==> config.mk <==
export PLATFORM = sky130hd
export DESIGN_NAME = doppler_fll
export DESIGN_NICKNAME = d
export VERILOG_FILES = /design/src/rtl/doppler_fll.sv
export SDC_FILE = /design/constraint.sdc
export NUM_CORES = 1
export LEC_CHECK = 0
export BUFFER_PORTS_ARGS = -buffer_cell sky130_fd_sc_hd__buf_2
export CORE_MARGIN = 3
export CORE_UTILIZATION = 41
export CTS_CLUSTER_SIZE = 28
export DETAILED_ROUTE_END_ITERATION = 8
export GPL_TIMING_DRIVEN = 0
export REMOVE_ABC_BUFFERS = 1
export SYNTH_ARGS = -nofsm -noshare
export SYNTH_HDL_FRONTEND = slang
export SYNTH_SLANG_ARGS = --single-unit
==> constraint.sdc <==
create_clock -name clk -period 7.94 [get_ports clk]
set_input_delay 0.397 -clock clk [delete_from_list [all_inputs] [get_ports clk]]
set_output_delay 0.397 -clock clk [all_outputs]
set_load 0.02 [all_outputs]
==> src/rtl/doppler_fll.sv <==
// doppler_fll: frequency-locked loop that steers the LO tuning DAC until the
// IF edge count per gate matches the Doppler set-point (dopset). When the
// tracking qualifiers are not both high, the DAC is swept instead (scan mode).
// Build option: define DOPPLER_SDM_EN to drive pwm from a first-order
// sigma-delta modulator instead of the counter-compare PWM.
module doppler_fll #(
  parameter int CNT_W     = 12,
  parameter int DAC_W     = 10,
  parameter int SCAN_DIV  = 122760,
  parameter int TRACK_DIV = 8,
  parameter int INT_DEPTH = 64,
  parameter int DEADBAND  = 0,
  parameter int LOCK_CNT  = 4
) (
  input  logic             clk,
  input  logic             rst,
  input  logic [CNT_W-1:0] dopset,
  input  logic [DAC_W-1:0] dacset,
  input  logic             dacload,
  input  logic             ifin,
  input  logic             codetrack,
  input  logic             doptrack,
  output logic [CNT_W-1:0] iffreq,
  output logic [DAC_W-1:0] dacvalue,
  output logic             gate,
  output logic             locked,
  output logic             pwm
);

  localparam int PS_W  = (SCAN_DIV > 1) ? $clog2(SCAN_DIV) : 1;
  localparam int GC_W  = (TRACK_DIV > 1) ? $clog2(TRACK_DIV) : 1;
  localparam int INT_W = $clog2(INT_DEPTH) + 1;
  localparam int LK_W  = $clog2(LOCK_CNT + 1);

  localparam logic [PS_W-1:0]          PS_LAST  = PS_W'(SCAN_DIV - 1);
  localparam logic [GC_W-1:0]          GC_LAST  = GC_W'(TRACK_DIV - 1);
  localparam logic signed [INT_W-1:0]  INT_MAX  = INT_W'(INT_DEPTH - 1);
  localparam logic signed [INT_W-1:0]  INT_MIN  = -INT_MAX;
  localparam logic signed [INT_W-1:0]  INT_ONE  = INT_W'(1);
  localparam logic signed [CNT_W+1:0]  DB       = (CNT_W + 2)'(DEADBAND);
  localparam logic [LK_W-1:0]          LOCK_MAX = LK_W'(LOCK_CNT);

  typedef enum logic {SCAN = 1'b0, TRACK = 1'b1} mode_t;

  logic [2:0]              ifsync;
  logic                    if_rise;
  logic [PS_W-1:0]         pscnt;
  logic [GC_W-1:0]         gcnt;
  logic                    scan_tick;
  logic                    gate_end;
  logic [CNT_W-1:0]        cnt;
  logic signed [CNT_W+1:0] err;
  logic                    too_fast;
  logic                    too_slow;
  logic                    in_band;
  logic                    track_req;
  mode_t                   mode_q;
  mode_t                   mode_d;
  logic                    mode_chg;
  logic signed [INT_W-1:0] integ;
  logic signed [INT_W-1:0] integ_d;
  logic [DAC_W-1:0]        dac_d;
  logic                    step_up;
  logic                    step_dn;
  logic [LK_W-1:0]         lockrun;

  // Two-flop synchroniser plus one history flop for rising-edge detection.
  always_ff @(posedge clk or posedge rst) begin
    if (rst) ifsync <= '0;
    else     ifsync <= {ifsync[1:0], ifin};
  end

  assign if_rise   = ifsync[1] & ~ifsync[2];
  assign scan_tick = (pscnt == PS_LAST);
  assign gate_end  = scan_tick && (gcnt == GC_LAST);

  // Scan prescaler and gate counter; gate is registered alongside iffreq.
  always_ff @(posedge clk or posedge rst) begin
    if (rst) begin
      pscnt <= '0;
      gcnt  <= '0;
      gate  <= 1'b0;
    end else begin
      if (scan_tick) begin
        pscnt <= '0;
        gcnt  <= gate_end ? '0 : gcnt + GC_W'(1);
      end else begin
        pscnt <= pscnt + PS_W'(1);
      end
      gate <= gate_end;
    end
  end

  // Saturating IF edge counter; an edge landing on the gate opens the new gate.
  always_ff @(posedge clk or posedge rst) begin
    if (rst) begin
      cnt    <= '0;
      iffreq <= '0;
    end else if (gate_end) begin
      iffreq <= cnt;
      cnt    <= if_rise ? CNT_W'(1) : '0;
    end else if (if_rise && (cnt != '1)) begin
      cnt <= cnt + CNT_W'(1);
    end
  end

  assign err      = $signed({2'b00, cnt}) - $signed({2'b00, dopset});
  assign too_fast = (err > DB);
  assign too_slow = (err < -DB);
  assign in_band  = !too_fast && !too_slow;

  assign track_req = codetrack & doptrack;
  assign mode_d    = track_req ? TRACK : SCAN;
  assign mode_chg  = (mode_d != mode_q);

  // Mode register (scan after reset).
  always_ff @(posedge clk or posedge rst) begin
    if (rst) mode_q <= SCAN;
    else     mode_q <= mode_d;
  end

  // Loop filter next state: dacload beats a mode-change clear, which beats a step.
  always_comb begin
    integ_d = integ;
    dac_d   = dacvalue;
    step_up = 1'b0;
    step_dn = 1'b0;
    if (mode_q == SCAN) begin
      step_up = scan_tick;
    end else if (gate_end) begin
      step_up = too_slow;
      step_dn = too_fast;
    end
    if (dacload) begin
      dac_d   = dacset;
      integ_d = '0;
    end else if (mode_chg) begin
      integ_d = '0;
    end else if (step_up) begin
      if (integ == INT_MAX) begin
        integ_d = '0;
        if (mode_q == SCAN)       dac_d = dacvalue + DAC_W'(1);
        else if (dacvalue != '1)  dac_d = dacvalue + DAC_W'(1);
      end else begin
        integ_d = integ + INT_ONE;
      end
    end else if (step_dn) begin
      if (integ == INT_MIN) begin
        integ_d = '0;
        if (dacvalue != '0) dac_d = dacvalue - DAC_W'(1);
      end else begin
        integ_d = integ - INT_ONE;
      end
    end
  end

  // Integrator and DAC word registers.
  always_ff @(posedge clk or posedge rst) begin
    if (rst) begin
      integ    <= '0;
      dacvalue <= '0;
    end else begin
      integ    <= integ_d;
      dacvalue <= dac_d;
    end
  end

  // Lock detector: run of in-band track gates; locked trails the run by a cycle.
  always_ff @(posedge clk or posedge rst) begin
    if (rst) begin
      lockrun <= '0;
      locked  <= 1'b0;
    end else begin
      if (!track_req || (mode_q == SCAN) || dacload) begin
        lockrun <= '0;
      end else if (gate_end) begin
        if (!in_band)                lockrun <= '0;
        else if (lockrun != LOCK_MAX) lockrun <= lockrun + LK_W'(1);
      end
      locked <= track_req && !dacload && (lockrun == LOCK_MAX);
    end
  end

`ifdef DOPPLER_SDM_EN
  logic [DAC_W-1:0] sdacc;
  logic [DAC_W:0]   sdsum;

  assign sdsum = {1'b0, sdacc} + {1'b0, dacvalue};

  // First-order sigma-delta: the accumulator carry is the output bit.
  always_ff @(posedge clk or posedge rst) begin
    if (rst) begin
      sdacc <= '0;
      pwm   <= 1'b0;
    end else begin
      sdacc <= sdsum[DAC_W-1:0];
      pwm   <= sdsum[DAC_W];
    end
  end
`else
  logic [DAC_W-1:0] pwmcnt;
  logic [DAC_W-1:0] duty;

  // Counter-compare PWM; duty is shadowed at period end so a period never glitches.
  always_ff @(posedge clk or posedge rst) begin
    if (rst) begin
      pwmcnt <= '0;
      duty   <= '0;
      pwm    <= 1'b0;
    end else begin
      pwmcnt <= pwmcnt + DAC_W'(1);
      if (pwmcnt == '1) duty <= dacvalue;
      pwm <= (pwmcnt < duty);
    end
  end
`endif

endmodule

==> results of run 1 <==
==> per-layer routing <==
| layer | part of all wire, % | wire length [um] | global-route usage [%] |
|---|---|---|---|
| met1 | 47 | 5886 | 23.64 |
| met2 | 49 | 6089 | 28.43 |
| met3 | 2.8 | 344 | 4.147 |
| met4 | 1.2 | 148 | 4.619 |
| met5 | 0 | 0 | 0 |
==> cell type report <==
class                      instances  share of cell area (%)
multi-input combinational        469                   48.67
sequential                        91                   35.81
timing repair buffer              55                   4.879
clock buffer                      10                   3.758
tap                              176                   3.463
inverter                          38                   2.282
clock inverter                     6                   1.141
==> sequential cells by signal, indices dropped and copies added, names as in the netlist, 3 cells and up <==
register,flops
pscnt,17
cnt,12
iffreq,12
dacvalue,10
duty,10
pwmcnt,10
integ,7
gcnt,3
ifsync,3
lockrun,3
==> logic make-up (layout without fill, tap and decap cells) <==
kind of cell    count (synthesis)  after routing  synth area share (%)
buf+inv                        62            109                 4.250
simple gates                  272            272                 25.39
fa+ha+maj                      34             34                 7.741
flops                          91             91                 40.72
compound gates                118            118                 14.32
mux                            12             12                 2.416
xor+xnor                       33             33                 5.168
==> how the worst min path moves through the flow <==
| stage | startpoint | to | slack, ns | depth (start not counted) |
|---|---|---|---|---|
| global placement | ifsync[0]$_DFF_PP0_ | ifsync[1]$_DFF_PP0_ | 0.34 | 0 |
| CTS | rst | pscnt[8]$_DFF_PP0_ | 0.09 | 2 |
| finish | rst | pscnt[0]$_DFF_PP0_ | 0.09 | 2 |
| detailed placement | ifsync[0]$_DFF_PP0_ | ifsync[1]$_DFF_PP0_ | 0.34 | 0 |
| floorplan | ifsync[0]$_DFF_PP0_ | ifsync[1]$_DFF_PP0_ | 0.33 | 0 |
| global route | rst | pscnt[8]$_DFF_PP0_ | 0.11 | 2 |
==> through the flow <==
step | total power, mW | hold slack, ns | utilization [%] | area (sq um) | std cells
after CTS | 1.179 | 0.09378 | 47.84 | 6360 | 845
final | 1.166 | 0.08549 | 47.84 | 6360 | 845
after detailed placement | 0.7278 | 0.3379 | 45.49 | 6048 | 829
after global placement | 0.7182 | 0.3367 | 44.97 | 5978 | 826
after floorplan | 0.6643 | 0.3312 | - | 5498 | 598
after global routing | 1.229 | 0.1135 | 47.84 | 6360 | 845
==> placed cells by master (no fill, tap or decap), types with 5 or more instances in the layout <==
cell        n
xnor2_1    13
mux2_2      8
a31oi_1     5
dfrtp_1    91
nor4_1      6
inv_1      37
or4_1      10
buf_2      52
or3_1      10
nand4_1    14
nand3_1    26
o21a_1      8
clkbuf_16   9
xor2_1     20
o21ai_0    25
a21o_1      6
and3_1     17
ha_1       33
nor2_1     52
nand2_1    68
nand2b_1    7
and2_1      6
a21oi_1    24
nor2b_1    12
nor3_1     19
a211oi_1    8
==> where the power goes <==
part	switching [mW]	total, mW	internal, mW
clock network	0.190	0.446	0.255
registers	0.0387	0.521	0.482
logic	0.116	0.200	0.0833
==> results_dict.tcl, run 1 <==
set metrics [dict create \
    status "completed" \
    clk_pin_slew_ns 0.06 \
    grt.total_usage_pct 17.55 \
    ys_warn_count 0 \
    grt_pass1_wl_um 21130 \
    slowest_delay_ns 0.82 \
    cts_hold_buf 0 \
    avgRoutedWirePerCell_um 14.76 \
    cp_common_cell "ha_1" \
    synth_top_area_share_pct 40.72 \
    port_buffers 52 \
    maxSlewHeadroom_pct 38.95 \
    leakagePower_nw 2.993 \
    grt_remaining_overflow 0 \
    synth_area_sq_um 5593 \
    wl_um 12470 \
    dp_hpwl_um 9017 \
    cts_root_buf "clkbuf_16" \
    period_minus_slack_ns 4.197 \
    reg2reg_from "cnt[0]$_DFFE_PP0P_" \
    grt_pass1_vias 4376 \
    tns_ns 0 \
    synth_top_area_cell "dfrtp_1" \
    diodes 0 \
    synth_edf_count 0 \
    finalClockSkew_ns 0.007661 \
    cp.depth 13 \
    drv_slew 0 \
    place_ws_ns 3.710 \
    synth_top_flop_cell "dfrtp_1" \
    drt.antenna.violating_nets 0 \
    reg2reg_slack_ns 3.74 \
    max_freq_ghz 0.2383 \
    rr_endpoint "dacvalue[2]$_DFFE_PP0P_" \
    critPathRequiredTime_ns 8.18 \
    crit_start "cnt[0]$_DFFE_PP0P_" \
    rows 42 \
    start_kind "flop" \
    initial_core_util_pct 42.07 \
    async_reset_ff_share_pct 100.0 \
    finalNetCount 726 \
    clock-sinks 91 \
    cp_data_arrival_time_ns 4.43 \
    worst_pin_slew_ns 0.9107 \
    drt-pass1-iter-count 5 \
    grt_max_degree 56 \
    dieArea_sq_um 15080 \
    antenna_found_initial 0 \
    drc 0 \
    synth_cell_types 65 \
    cts_resized 0 \
    yosysSeqAreaShare_pct 40.72 \
    path_max_fanout 13 \
    num_vias 4598 \
    rsz0062_at_grt "false" \
    fillCellCount 1316 \
    hold_class "in -> async" \
    die_h_um 122.8 \
    ys_top_cells_by_count "dfrtp_1, nand2_1, nor2_1" \
    htreeDepth 3 \
    coreArea_sq_um 13300 \
    power_density_nw_per_um2 183.4 \
    drive_above_1_share_pct 13.60 \
    max-cap-violations 0 \
    path_class "reg -> reg" \
    ff_latch_area_sq_um 2277 \
    ios 53 \
    area.growth.synth_to_final_pct 13.71 \
    final_hold_viol_count 0 \
    critPathCaptureType "flop" \
    vias_per_cell 5.441 \
    path_cells "inv_1 -> ha_1 -> fa_1 -> nor2b_1 -> o31ai_1 -> a311oi_1 -> nor3_2 -> xnor2_1 -> ha_1 -> or3_1 -> a211oi_1 -> o21ai_0 -> a22o_1" \
    postCtsSetupRepairBufs 0 \
    clk_latency_ns 0.35 \
    place.gp.congestion 0.8705 \
    crit_slowest_cell "nor3_2" \
    cts_buffer_depth 2 \
    cts_tree "done" \
    numCtsBuffers 9 \
    drtIter0Drc 286 \
    ys_seq_elements 91 \
    synth_most_common_cell "dfrtp_1" \
    die_x_um 122.8 \
    setup_viol 0 \
    worst_ir_drop_vdd_v 0.0001012 \
    crit_family "compound AO/OA/AOI/OAI gates" \
    avgSynthCellArea_sq_um 8.992 \
    finalCritPeriodShare_pct 52.85 \
    syn_inst 622 \
    r2r_cells 13 \
    synth_area_leaders "dfrtp_1, ha_1, nand2_1" \
    worst-path-buf-inv 1 \
    worstSetupEndpoint "dacvalue[2]$_DFFE_PP0P_" \
    setup_slack_ns 3.743 \
    multi_input_area_sq_um 3095 \
]
No activity file was read; power rests on OpenSTA's default activity.
==> run 2: changes to the inputs <==
Clock period 7.94 ns to 3.9 ns, I/O delays scaled along.
==> run 2 against run 1 <==
Net effect:
- total power up 100%
- sequential cell count unchanged
- fmax up 14%
- critical path depth is the same
- sequential share of layout area fell by 0.34 points
==> results_dict.tcl, run 2 (synthesized netlist as in run 1, its figures left out) <==
set metrics [dict create \
    status "completed" \
    max_freq_ghz 0.2725 \
    top_regs "pscnt (17), cnt (12), iffreq (12)" \
    finalClockSkew_ns 0.007018 \
    antenna_found_initial 0 \
    grt.total_usage_pct 17.62 \
    drc 0 \
    final_common_cell "dfrtp_1" \
    clk_latency_ns 0.35 \
    drtIter0Drc 251 \
    grt_remaining_overflow 0 \
    drt-pass1-iter-count 5 \
    drive_above_1_share_pct 14.56 \
    grt_use_met2_pct 28.66 \
    use_met1_pct 23.49 \
    max-cap-violations 0 \
    period_minus_slack_ns 3.670 \
    finish.instance_area_sq_um 6421 \
    port_buffers 52 \
    coreArea_sq_um 13300 \
    setup_slack_ns 0.2304 \
    power_density_nw_per_um2 370.5 \
    start_kind "flop" \
    wl_um 12520 \
    clock-sinks 91 \
    initial_core_util_pct 42.07 \
    cts_buffer_depth 2 \
    grt_pass1_wl_um 21210 \
    final_cells 849 \
    cts_root_buf "clkbuf_16" \
    dp.cells 829 \
    hold_class "in -> reg" \
    worst_pin_slew_ns 0.6988 \
    leakagePower_nw 3.010 \
    grt_max_degree 56 \
    dpl_cell_area_sq_um 6048 \
    die_x_um 122.8 \
    diodes 0 \
    htreeDepth 3 \
    largest_register "pscnt" \
    worst_ir_drop_vdd_v 0.0002063 \
    critPathRequiredTime_ns 4.13 \
    dieArea_sq_um 15080 \
    clk_pin_slew_ns 0.07 \
    numCtsBuffers 9 \
    grtUsageMet3_pct 4.240 \
    die_h_um 122.8 \
    critPathCaptureType "flop" \
    dp_hpwl_um 9017 \
    r2r_cells 13 \
    avgRoutedWirePerCell_um 14.74 \
    ios 53 \
    finalCritPeriodShare_pct 94.09 \
    num_vias 4602 \
    holdPathStages 3 \
    rows 42 \
    cp_data_arrival_time_ns 3.90 \
    place.gp.congestion 0.8705 \
    final_cell_mix "dfrtp_1, nand2_1, nor2_1, buf_2, inv_1" \
    grt_pass1_vias 4405 \
    path_max_fanout 8 \
    setup_viol 0 \
    vias_per_cell 5.420 \
    path_class "reg -> reg" \
    tns_ns 0 \
    rsz0062_at_grt "false" \
    final_hold_viol_count 0 \
    gr-max-usage-layer "met2" \
    drt.antenna.violating_nets 0 \
    finalNetCount 730 \
    cts_tree "done" \
    fillCellCount 1311 \
    reg2reg_slack_ns 0.23 \
    place_ws_ns -0.3030 \
    maxSlewHeadroom_pct 52.99 \
    area.growth.synth_to_final_pct 14.81 \
    drv_slew 0 \
    largest_reg_flops 17 \
]
-- run 2: cell count changes in the layout (fill, tap and decap cells not counted), sizes merged --
cell         change
dlygate4sd3      +2
buf              +2
-- run 2: layer usage --
layer / part of all wire (%) / up-vias
li1: - / 2320
met1: 46 / 2213
met2: 49 / 55
met3: 3.3 / 14
met4: 1.5 / 0
met5: 0 / -
-- run 2: worst max-delay path, cell delays in order (launching register included) --
cell and delay (ns):
dfrtp_1 0.38, inv_1 0.09, ha_1 0.22, fa_1 0.42
nor2b_2 0.20, o31ai_1 0.15, a311oi_2 0.49, nor3_4 0.09
xnor2_1 0.16, ha_1 0.28, or3_1 0.37, a211oi_1 0.32
o21ai_0 0.13, a22o_1 0.26
-- run 2: final timing paths --
path | start | endpoint
worst max-delay path | cnt[0]$_DFFE_PP0P_ | dacvalue[2]$_DFFE_PP0P_
worst min-delay path | dacset[6] | dacvalue[6]$_DFFE_PP0P_
worst max register to register | cnt[0]$_DFFE_PP0P_ | dacvalue[2]$_DFFE_PP0P_
worst min register to register | ifsync[0]$_DFF_PP0_ | ifsync[1]$_DFF_PP0_
max in group asynchronous | rst | pwmcnt[4]$_DFF_PP0_
min in group asynchronous | rst | pscnt[0]$_DFF_PP0_
-- run 2: repair_timing --
action                                  in CTS  in global routing
pin swaps                                    1                  0
gates resized for setup                      2                  4
gates cloned                                 0                  0
endpoints found under the setup margin       5                 11
hold buffers                                 2                  0
hold endpoints to repair                    37                  0
setup buffers                                2                  0
-- run 2: area by class of cell --
| type | instances | area, sq um | area share (%) |
|---|---|---|---|
| inverter | 38 | 145.1 | 2.260 |
| multi-input combinational | 469 | 3122 | 48.62 |
| timing repair buffer | 59 | 345.3 | 5.378 |
| sequential | 91 | 2277 | 35.46 |
| clock inverter | 6 | 72.57 | 1.130 |
| tap | 176 | 220.2 | 3.429 |
| clock buffer | 10 | 239.0 | 3.722 |
-- run 2: metrics by stage --
stage,utilization (%),hold slack (ns),power (mW)
after global routing,48.30,0.05541,2.509
after floorplan,-,0.2264,1.352
after global placement,44.97,0.3047,1.462
after detailed placement,45.49,0.2734,1.482
final,48.30,0.06290,2.379
after CTS,48.19,0.04660,2.403
-- run 2: power by group --
group	internal, mW	switching (mW)	total (mW)
sequential	0.982	0.0788	1.06
clock	0.520	0.386	0.905
combinational	0.173	0.240	0.413
total	1.67	0.704	2.38
==> run 3: changes to the inputs <==
Settings changed: ABC_AREA set to 1, REMOVE_ABC_BUFFERS 1 to not set.
==> run 3 against run 2 <==
Net effect:
- clock-buffer cell count increased by 2
- cell count is 23% higher
- largest cell class unchanged
- design area increased by 6.4%
- critical path depth is 13 higher
- wire length is 7.8% higher
- largest power group is now clock
==> results_dict.tcl, run 3 <==
set metrics [dict create \
    die_h_um 126.1 \
    drv_slew 0 \
    multi_input_area_sq_um 3105 \
    rows 43 \
    setup_viol 0 \
    setup_slack_ns 0.6219 \
    cts_buffer_depth 2 \
    synth_top_flop_cell "dfrtp_1" \
    p_switching_mw 0.8374 \
    num_vias 5114 \
    synth_edf_count 0 \
    final_cell_mix "nand2_1, inv_1, dfrtp_1" \
    cp_data_arrival_time_ns 3.52 \
    yosysSeqAreaShare_pct 38.49 \
    diodes 0 \
    crit_start "cnt[0]$_DFFE_PP0P_" \
    avgSynthCellArea_sq_um 7.471 \
    grt_pass1_vias 5026 \
    power_frac_comb_pct 22.3 \
    finalCritPeriodShare_pct 84.05 \
    place_ws_ns 0.6835 \
    slowest_delay_ns 0.41 \
    switching_share_pct 30.24 \
    postLayoutCoreUtil_pct 48.82 \
    drt.antenna.violating_nets 0 \
    vias_per_cell 4.903 \
    path_max_fanout 10 \
    synth_most_common_cell "nand2_1" \
    synth_top_area_share_pct 38.49 \
    start_kind "flop" \
    dp_hpwl_um 10450 \
    grt_max_degree 71 \
    drt-pass1-iter-count 6 \
    p_clk_share_pct 39.4 \
    top_layer_used "met4" \
    clk_latency_ns 0.34 \
    seq_power_share_pct 38.3 \
    async_reset_ff_share_pct 100.0 \
    htreeDepth 3 \
    cts_resized 0 \
    critPathRequiredTime_ns 4.14 \
    largest_register "pscnt" \
    tns_ns 0 \
    wl_met3_um 420 \
    rsz0062_at_grt "false" \
    worst_pin_slew_ns 0.7248 \
    antenna_found_initial 0 \
    syn_inst 792 \
    ys_warn_count 0 \
    power_density_nw_per_um2 405.6 \
    drive_above_1_share_pct 13.67 \
    finalClockSkew_ns 0.007187 \
    grt_pass1_wl_um 23780 \
    synth_nets 854 \
    top_regs "pscnt (17), cnt (12), iffreq (12)" \
    crit_slowest_cell "dfrtp_1" \
    coreArea_sq_um 13990 \
    initial_core_util_pct 42.30 \
    die_x_um 126.1 \
    synth_area_sq_um 5917 \
    drc 0 \
    status "completed" \
    synth_area_leaders "dfrtp_1, nand2_1, inv_1" \
    dieArea_sq_um 15910 \
    numCtsBuffers 9 \
    leakagePower_nw 3.485 \
    ios 53 \
    grt_remaining_overflow 0 \
    cts_hold_buf 2 \
    ys_seq_elements 91 \
    port_buffers 52 \
    postCtsSetupRepairBufs 0 \
    ff_latch_area_sq_um 2277 \
    synth_cell_types 48 \
    wl_um 13500 \
    largest_reg_flops 17 \
    cts_root_buf "clkbuf_16" \
    final_common_cell "nand2_1" \
    clk_pin_slew_ns 0.06 \
    ys_top_cells_by_count "nand2_1, inv_1, dfrtp_1" \
    avgRoutedWirePerCell_um 12.94 \
    critPathCaptureType "flop" \
    place.gp.congestion 0.9228 \
    reg2reg_from "cnt[0]$_DFFE_PP0P_" \
    cp_common_cell "nand2_1" \
    area.growth.synth_to_final_pct 15.42 \
    synth_top_area_cell "dfrtp_1" \
    met2_length_um 6311 \
    min_from "dacset[7]" \
    max-cap-violations 0 \
    path_class "reg -> reg" \
    wl_met1_um 6543 \
    worst_ir_drop_vdd_v 0.0002224 \
    drtIter0Drc 220 \
    timing.hold.ws_ns 0.06892 \
    p_int_mw 1.932 \
    fillCellCount 1451 \
    final_hold_viol_count 0 \
    hold_class "in -> reg" \
    clock-sinks 91 \
    grt.total_usage_pct 18.02 \
    period_minus_slack_ns 3.278 \
    maxSlewHeadroom_pct 51.68 \
    cts_tree "done" \
    finalNetCount 920 \
    p_total_mw 2.770 \
    max_freq_ghz 0.3051 \
]
[run 3: cell types whose count changed after synthesis, sizes merged, moves of 12 or more]
cell and delta:
nand3 +35, nor2 +27, and3 -17, nor2b -12, o21ai +24, clkbuf -16
inv +90, nand2 +141
[run 3: critical path: cells and delay by family (launching register included)]
family / cells / cell delay [ns]
fa+ha+maj: 3 / 0.56
buf+inv: 5 / 0.44
flops: 1 / 0.41
compound gates: 1 / 0.12
simple gates: 17 / 1.65
[run 3: kinds of logic after synthesis]
logic type               count (synthesis)  share of synthesized area [%]
adder cells (fa/ha/maj)                 34                          7.317
buffers and inverters                  136                          9.029
AO/OA/AOI/OAI                          110                          10.87
AND/OR/NAND/NOR                        393                          30.15
flip-flops                              91                          38.49
XOR/XNOR                                28                          4.145
[run 3: path summary, 6_finish.rpt]
path / endpoint / slack, ns / cells after the start
worst max-delay path: dacvalue[8]$_DFFE_PP0P_ / 0.62 / 26
worst min-delay path: dacvalue[7]$_DFFE_PP0P_ / 0.07 / 3
worst max register to register: dacvalue[8]$_DFFE_PP0P_ / 0.62 / 26
worst min register to register: ifsync[1]$_DFF_PP0_ / 0.35 / 0
max in group asynchronous: cnt[3]$_DFFE_PP0P_ / 2.94 / 4
min in group asynchronous: pwmcnt[2]$_DFF_PP0_ / 0.35 / 3
[run 3: per-layer routing]
metal  track usage (%)  vias up
li1                  -     2706
met4             5.931        0
met5                 0        -
met3             2.036       16
met1             25.17     2307
met2             29.30       85
[run 3: area by class of cell]
type	instances	area share [%]
tap	180	3.298
clock inverter	4	1.759
timing repair buffer	55	4.507
sequential	91	33.35
clock buffer	12	3.756
buffer	8	0.7878
multi-input combinational	565	45.47
inverter	128	7.072
[run 3: stage by stage]
step | std cells | cell area [sq um]
floorplan | 792 | 5917
global placement | 1024 | 6402
detailed placement | 1025 | 6432
CTS | 1043 | 6829
global route | 1043 | 6829
finish | 1043 | 6829
[run 3: power by group through the flow]
stage	registers (mW)	logic [mW]	clock network [mW]
finish	1.06	0.617	1.09
global placement	1.08	0.606	0
detailed placement	1.08	0.615	0
floorplan	1.07	0.460	0
global route	1.07	0.717	1.16
CTS	1.06	0.619	1.11
